==> src/rtl/alu_dispatch_pkg.sv <==
// Shared types and default sizing for the ALU unit dispatcher.
package alu_dispatch_pkg;

  localparam int FUN_W_DEF   = 4;
  localparam int SEL_W_DEF   = 2;
  localparam int TIMEOUT_DEF = 15;

  typedef enum logic [1:0] {
    IDLE = 2'b00,
    EXEC = 2'b01,
    DONE = 2'b10
  } state_t;

endpackage

==> src/rtl/unit_onehot_dec.sv <==
// Combinational group-select to one-hot unit enable decoder.
module unit_onehot_dec #(
  parameter int SEL_W = 2
) (
  input  logic [SEL_W-1:0]      sel,
  output logic [(1<<SEL_W)-1:0] onehot
);

  always_comb begin
    onehot      = '0;
    onehot[sel] = 1'b1;
  end

endmodule

==> src/rtl/alu_unit_dispatcher.sv <==
// Registered ALU command dispatcher: one command in flight, held one-hot unit enable.
// Optional EXEC watchdog built when ALU_DISPATCH_TIMEOUT_EN is defined.
module alu_unit_dispatcher
  import alu_dispatch_pkg::*;
#(
  parameter int FUN_W   = FUN_W_DEF,
  parameter int SEL_W   = SEL_W_DEF,
  parameter int TIMEOUT = TIMEOUT_DEF
) (
  input  logic                   CLK,
  input  logic                   RST,
  input  logic [FUN_W-1:0]       ALU_FUN,
  input  logic                   FUN_VLD,
  output logic                   FUN_RDY,
  input  logic [(1<<SEL_W)-1:0]  UNIT_DONE,
  output logic [(1<<SEL_W)-1:0]  UNIT_EN,
  output logic [FUN_W-SEL_W-1:0] UNIT_OP,
  output logic                   BUSY,
  output logic                   OUT_VLD,
  output logic                   ERR,
  output logic [1:0]             dbg_state
);

  localparam int NUM_UNITS = 1 << SEL_W;

  state_t               state;
  logic [NUM_UNITS-1:0] dec_en;
  logic                 done_hit;

  // Handshake: a command transfers on a rising edge with FUN_VLD && FUN_RDY;
  // FUN_RDY depends only on state, and nothing is buffered while it is low.
  assign FUN_RDY   = (state == IDLE);
  assign dbg_state = state;

  // UNIT_EN is one-hot in EXEC, so masking picks out only the selected done bit.
  assign done_hit = |(UNIT_DONE & UNIT_EN);

  unit_onehot_dec #(.SEL_W(SEL_W)) u_dec (
    .sel    (ALU_FUN[FUN_W-1 -: SEL_W]),
    .onehot (dec_en)
  );

`ifdef ALU_DISPATCH_TIMEOUT_EN
  localparam int TMR_W = $clog2(TIMEOUT + 1);
  logic [TMR_W-1:0] timer;
  logic [TMR_W-1:0] timer_nxt;
  logic             err_q;
  assign timer_nxt = timer + 1'b1;
  assign ERR       = err_q;
`else
  assign ERR = 1'b0;
`endif

  always_ff @(posedge CLK or negedge RST) begin
    if (!RST) begin
      state   <= IDLE;
      UNIT_EN <= '0;
      UNIT_OP <= '0;
      BUSY    <= 1'b0;
      OUT_VLD <= 1'b0;
`ifdef ALU_DISPATCH_TIMEOUT_EN
      timer   <= '0;
      err_q   <= 1'b0;
`endif
    end else begin
      case (state)
        IDLE: begin
          if (FUN_VLD) begin
            UNIT_OP <= ALU_FUN[FUN_W-SEL_W-1:0];
            UNIT_EN <= dec_en;
            BUSY    <= 1'b1;
            state   <= EXEC;
`ifdef ALU_DISPATCH_TIMEOUT_EN
            timer   <= '0;
`endif
          end
        end
        EXEC: begin
          if (done_hit) begin
            UNIT_EN <= '0;
            OUT_VLD <= 1'b1;
            state   <= DONE;
          end
`ifdef ALU_DISPATCH_TIMEOUT_EN
          else if (timer_nxt == TMR_W'(TIMEOUT)) begin
            UNIT_EN <= '0;
            OUT_VLD <= 1'b1;
            err_q   <= 1'b1;
            state   <= DONE;
          end else begin
            timer <= timer_nxt;
          end
`endif
        end
        DONE: begin
          OUT_VLD <= 1'b0;
          BUSY    <= 1'b0;
          state   <= IDLE;
`ifdef ALU_DISPATCH_TIMEOUT_EN
          err_q   <= 1'b0;
`endif
        end
        default: begin
          UNIT_EN <= '0;
          BUSY    <= 1'b0;
          OUT_VLD <= 1'b0;
          state   <= IDLE;
        end
      endcase
    end
  end

endmodule
==> config.mk <==
export PLATFORM = sky130hd
export DESIGN_NAME = alu_unit_dispatcher
export DESIGN_NICKNAME = d
export VERILOG_FILES = /design/src/rtl/alu_dispatch_pkg.sv /design/src/rtl/unit_onehot_dec.sv /design/src/rtl/alu_unit_dispatcher.sv
export SDC_FILE = /design/constraint.sdc
export NUM_CORES = 1
export LEC_CHECK = 0
export BUFFER_PORTS_ARGS = -buffer_cell sky130_fd_sc_hd__buf_2
export CAP_MARGIN = 0
export CORE_AREA = 5 5 42 44
export CTS_CLUSTER_DIAMETER = 40
export DETAILED_ROUTE_END_ITERATION = 10
export DIE_AREA = 0 0 47 49
export HOLD_SLACK_MARGIN = 0.02
export PLACE_DENSITY = 0.76
export SLEW_MARGIN = 20
export SYNTH_ARGS = -nofsm -noshare
export SYNTH_HDL_FRONTEND = slang
export SYNTH_HIERARCHICAL = 1
export SYNTH_SLANG_ARGS = --single-unit
==> constraint.sdc <==
create_clock -name CLK -period 1 [get_ports CLK]
set_input_delay 0.1 -clock CLK [delete_from_list [all_inputs] [get_ports CLK]]
set_output_delay 0.1 -clock CLK [all_outputs]
set_load 0.02 [all_outputs]
# After elaboration in Yosys (flattened, before gate mapping)
# Index checks and enable logic that the tools add are counted.
dict set report word_totals {
  reg_bits 10
  input_bits 11
  output_inout_bits 12
}
dict set report op_classes {
  order_cmp 2
  eq_ne 4
  n_mux 12
  bitwise 4
  reduce_logical 8
}
# operator count
set op_table {}
lappend op_table {{4-bit one-hot mux with 3 select lines} 1}
lappend op_table {{4-bit 2-to-1 mux} 2}
lappend op_table {{2-bit AND reduction} 4}
lappend op_table {{4-bit bitwise AND} 1}
lappend op_table {{2-bit 2-to-1 mux} 2}
lappend op_table {{2-bit inequality test, second input constant} 2}
lappend op_table {{1-bit one-hot mux with 2 select lines} 2}
lappend op_table {{2-bit one-hot mux with 2 select lines} 1}
lappend op_table {{4-bit OR reduction} 1}
lappend op_table {{2-bit by 3-bit less-than comparator with 1-bit output, second input constant} 1}
lappend op_table {{1-bit 2-to-1 mux} 3}
lappend op_table {{1-bit NOT} 3}
lappend op_table {{3-bit AND reduction} 1}
lappend op_table {{1-bit demux with 2-bit select} 1}
lappend op_table {{2-bit by 1-bit == test with 1-bit output, second input constant} 1}
lappend op_table {{2-bit == test, second input constant} 1}
lappend op_table {{2-bit by 1-bit greater-or-equal comparator with 1-bit output, second input constant} 1}
lappend op_table {{2-bit logical NOT} 1}
lappend op_table {{1-bit logical AND} 1}

# Depth between registers and ports, before layout
dict set report logic_depth {
  ltp_word 6
  ltp_mapped 4
}

# Hierarchy
# Netlist, hierarchy kept.
# module n_inst cells_each area_per_inst_um2 seq_area_each_um2
set by_module_without_submodules {}
lappend by_module_without_submodules {alu_unit_dispatcher 1 44 478.0 250.2}
lappend by_module_without_submodules {unit_onehot_dec 1 4 26.3 0.0}

# Worst setup path after synthesis
# OpenSTA, ideal clock, no wires.
dict set report synth_path {
  path_type {register to register}
  startpoint {register state[1], in the netlist dbg_state[1]}
  endpoint {register UNIT_OP[0]}
  arrival_ns 1.077
  required_ns 0.872
  setup_slack_ns -0.204
  path_stages_with_launch 3
  synth_period_minus_slack_ns 1.204
  cell_sequence {dfrtp_1 -> nor3b_2 -> mux2_1}
}
dict set report synth_via {
  elab_chain_cells 2
}
# item line_no
set synth_rtl {}
lappend synth_rtl {{start, declared} alu_unit_dispatcher.sv:26} ;# state_t state;
lappend synth_rtl {{start signal, assigned} alu_unit_dispatcher.sv:56} ;# state <= IDLE;
lappend synth_rtl {{start signal, assigned} alu_unit_dispatcher.sv:72} ;# state <= EXEC;
lappend synth_rtl {{start signal, assigned} alu_unit_dispatcher.sv:82} ;# state <= DONE;
lappend synth_rtl {{2-bit logical NOT} alu_unit_dispatcher.sv:66} ;# case (state)
lappend synth_rtl {{2-bit AND reduction (no source line)} -}
lappend synth_rtl {{end signal, assigned} alu_unit_dispatcher.sv:69} ;# UNIT_OP <= ALU_FUN[FUN_W-SEL_W-1:0];
lappend synth_rtl {{end, declared} alu_unit_dispatcher.sv:17} ;# output logic [FUN_W-SEL_W-1:0] UNIT_OP,
# Every way passes these cells.
# A chain may end at the register's enable or synchronous reset.

# Worst setup path in the final report
dict set report layout_path {
  startpoint {register state[1], in the netlist dbg_state[1]}
  endpoint {register state[0], in the netlist dbg_state[0]}
}
dict set report layout_via {
  elab_chain_cells 3
  elab_cells_between_ends 6
  classes_between {eq/ne: 3; mux: 1; reduce/logical: 2}
}
# item line_no
set layout_rtl {}
lappend layout_rtl {{2-bit by 1-bit == test with 1-bit output / 2-bit logical NOT (equally long branches)} alu_unit_dispatcher.sv:66}
lappend layout_rtl {{2-bit inequality test (no source line)} -}
lappend layout_rtl {{2-bit AND reduction (no source line)} -}
# Parallel ways exist; a longest one is shown, timed or not.

==> impl_results.md <==
* Number of port buffers at 21
* Global-route wire length before repair at 2120 um
* Final setup vio count at 16
* CTS sink cnt at 10
* Crit end category: flop
* Critical path fanouts, max at 4
* Syn Nets at between 50 and 60
* Yosys Warn Count at 6
* Gpl congestion at 0.755
* Mapped Cells at 48
* Initial core utilization at 36.0%
* Crit path kind: reg2reg
* Max_cap viols at 0
* Minimum clock period after layout at 1.20 ns
* GRT overflow at 0
* Mean routed wirelength per cell at 14.0 um
* Max Clock Skew at 0.00260 ns
* Critical Path RT at 1.18 ns
* Starting DRC count in detailed routing at 3
* Area Overhead vs Synth at 74.2%
* Worst path max stage delay at 0.46 ns
* Slowest CP cell: dfrtp_2
* H-tree Lvls at 1
* Total Wirelength at between 1000 and 1500 um
* Core area at about 0.0014 sq mm
* Clk Latency, worst-skew pair at 0.26 ns
* Top FF cell, synth: dfrtp_1
* I/O pin cnt at 23
* HP Class: in2reg
* Combinational family with the most area after synthesis: simple AND/OR/NAND/NOR gates
* Layout Nets at between 90 and 100
* Synthesis-stage register bit count at 10
* Placed Area at 666 sq um
* Largest net degree at the start of global routing at 11
* Via count at 493
* Diode count at 0
* LEAKAGE at 0.000433 uW
* Buffer depth of the longest clock path at 2
* Antenna Nets Post-Route at 0
* Sequential-to-total area share from yosys stat at 49.6%
* Power Density at 3360 mW/mm^2
* Number of core rows at 14
* Startpoint Class: flop
* Final Max Tran Viols at 0
* Die ar. at 0.00230 sq mm
* Most frequent cells in the layout: 14 x buf_2, 14 x buf_6, 7 x buf_4
* DRC errors left at 0
* Root buffer cell: clkbuf_4
* Final Hold Viols at 0
* Die Span X at 47 um
* Status: finished with violations
* Layout cells sized above 1 at roughly 67%
* Global Route Usage Sum at 12.7%
* Violated checks: setup timing
* DP HPWL at 904 um
* Cell mode on critical path: buf_6
* Top cell family by delay on the critical path: flip-flops
* Post-Synth Simple-Gate Area at between 10% and 20%
* Post-synth EDFFs at 0
* Pre-CTS WS at -0.146 ns
* Setup TNS at -1.48 ns
* Compound-Gate Fraction of Synth Area at 11.7%
* Syn Area/Cell at 10.5 sq um
* Peak supply drop at 2.06 mV
* Post-Synth XOR/XNOR Area at 0%
* Data arrival time of the worst path at 1.37 ns
* Drt via density at roughly 5
* Crit share post-route at 120%
* Mapped cell area at 504 sq um
* Async SR Flop Fraction at 100%
* Initial antenna violation count at 0
* Worst setup margin at -0.197 ns
* Vias in the first global route at 504
* Crit-path cells: buf_6 -> buf_4 -> buf_6 -> nand2b_4 -> o21bai_1
* RSZ-0062 raised after global routing: true
* CP bufs+invs at 3
* Count of cell types in the netlist at 23
* Fillers at roughly 120
* Design area at 878 sq um
* CTS Buf Count at 3
* Initial DRT Pass Iterations at 4
* CTS clk-pin slew, worst paths at about 0.06 ns
* Synthesized-area fraction occupied by adder cells at 0%
* CTS tree: built
* Die H at just under 50 um
* Post-synthesis mux area share at 12.4%
* Fmax at approximately 840 MHz
## cells by family (layout without fill, tap and decap cells)
logic type	Yosys count	count (layout)
mux	6	6
compound gates	9	9
flops	10	10
other cells	1	1
simple gates	17	17
buf+inv	5	41
## final timing paths
check | slack [ns] | endpoint | depth (start not counted) | from
worst max-delay path | -0.20 | dbg_state[0] | 5 | dbg_state[1]
worst min-delay path | 0.08 | UNIT_OP[0] | 2 | ALU_FUN[0]
worst max register to register | -0.20 | dbg_state[0] | 5 | dbg_state[1]
worst min register to register | 0.51 | BUSY | 2 | BUSY
max in group asynchronous | 0.54 | UNIT_EN[0] | 2 | RST
min in group asynchronous | 0.24 | OUT_VLD | 2 | RST
## report_power, final
group / switching, uW / internal (uW) / total [uW]
Sequential: 154 / 600 / 754
Combinational: 900 / 1030 / 1930
Clock: 125 / 138 / 264
## flip-flops by register name, summed over array words and instances (netlist names)
| register | count |
|---|---|
| BUSY | 1 |
| dbg_state | 2 |
| UNIT_EN | 4 |
| OUT_VLD | 1 |
| UNIT_OP | 2 |
## cells in the mapped netlist (2+ instances only)
| master | n | share of area, % |
|---|---|---|
| a22oi_1 | 2 | 3.0 |
| dfrtp_1 | 10 | 50 |
| mux2_1 | 2 | 4.5 |
| mux2i_1 | 4 | 7.9 |
| nand2_1 | 5 | 3.7 |
| nor2_1 | 4 | 3.0 |
| o22ai_1 | 5 | 6.2 |
## per-layer routing
metal	GRT usage, %	share of wire (%)	up-vias
met5	0	0	-
met4	5.53	0.29	0
li1	-	-	238
met2	21.0	52	15
met3	3.69	5.9	2
met1	14.6	42	238
## cell type report
type | count | area, sq um | area share [%]
repair buffers | 36 | 290 | 33.0
multi-input cells | 33 | 283 | 32.2
flip-flops and latches | 10 | 255 | 29.1
clock buffers | 3 | 22.5 | 2.56
well taps | 16 | 20.0 | 2.28
inverters | 2 | 7.51 | 0.855
## per-stage QoR
stage	utilization, %	cells	total power (uW)	hold WS [ns]
global route	62.7	100	3120	0.0720
floorplan	-	48	1500	-0.196
CTS	60.2	98	2780	0.0670
detailed placement	47.5	88	1960	-0.0272
global placement	47.5	88	1930	-0.0288
finish	62.7	100	2950	0.0798
## repair_timing
action                                 in CTS  in global routing
hold buffers                                1                  0
setup endpoints to repair                  14                 16
endpoints found under the hold margin      10                  0
cloned                                      0                  0
resized for setup                          27                  5
pin swaps                                   1                  3
buffers inserted                            6                  2
Power figures use the tool's default switching activity.
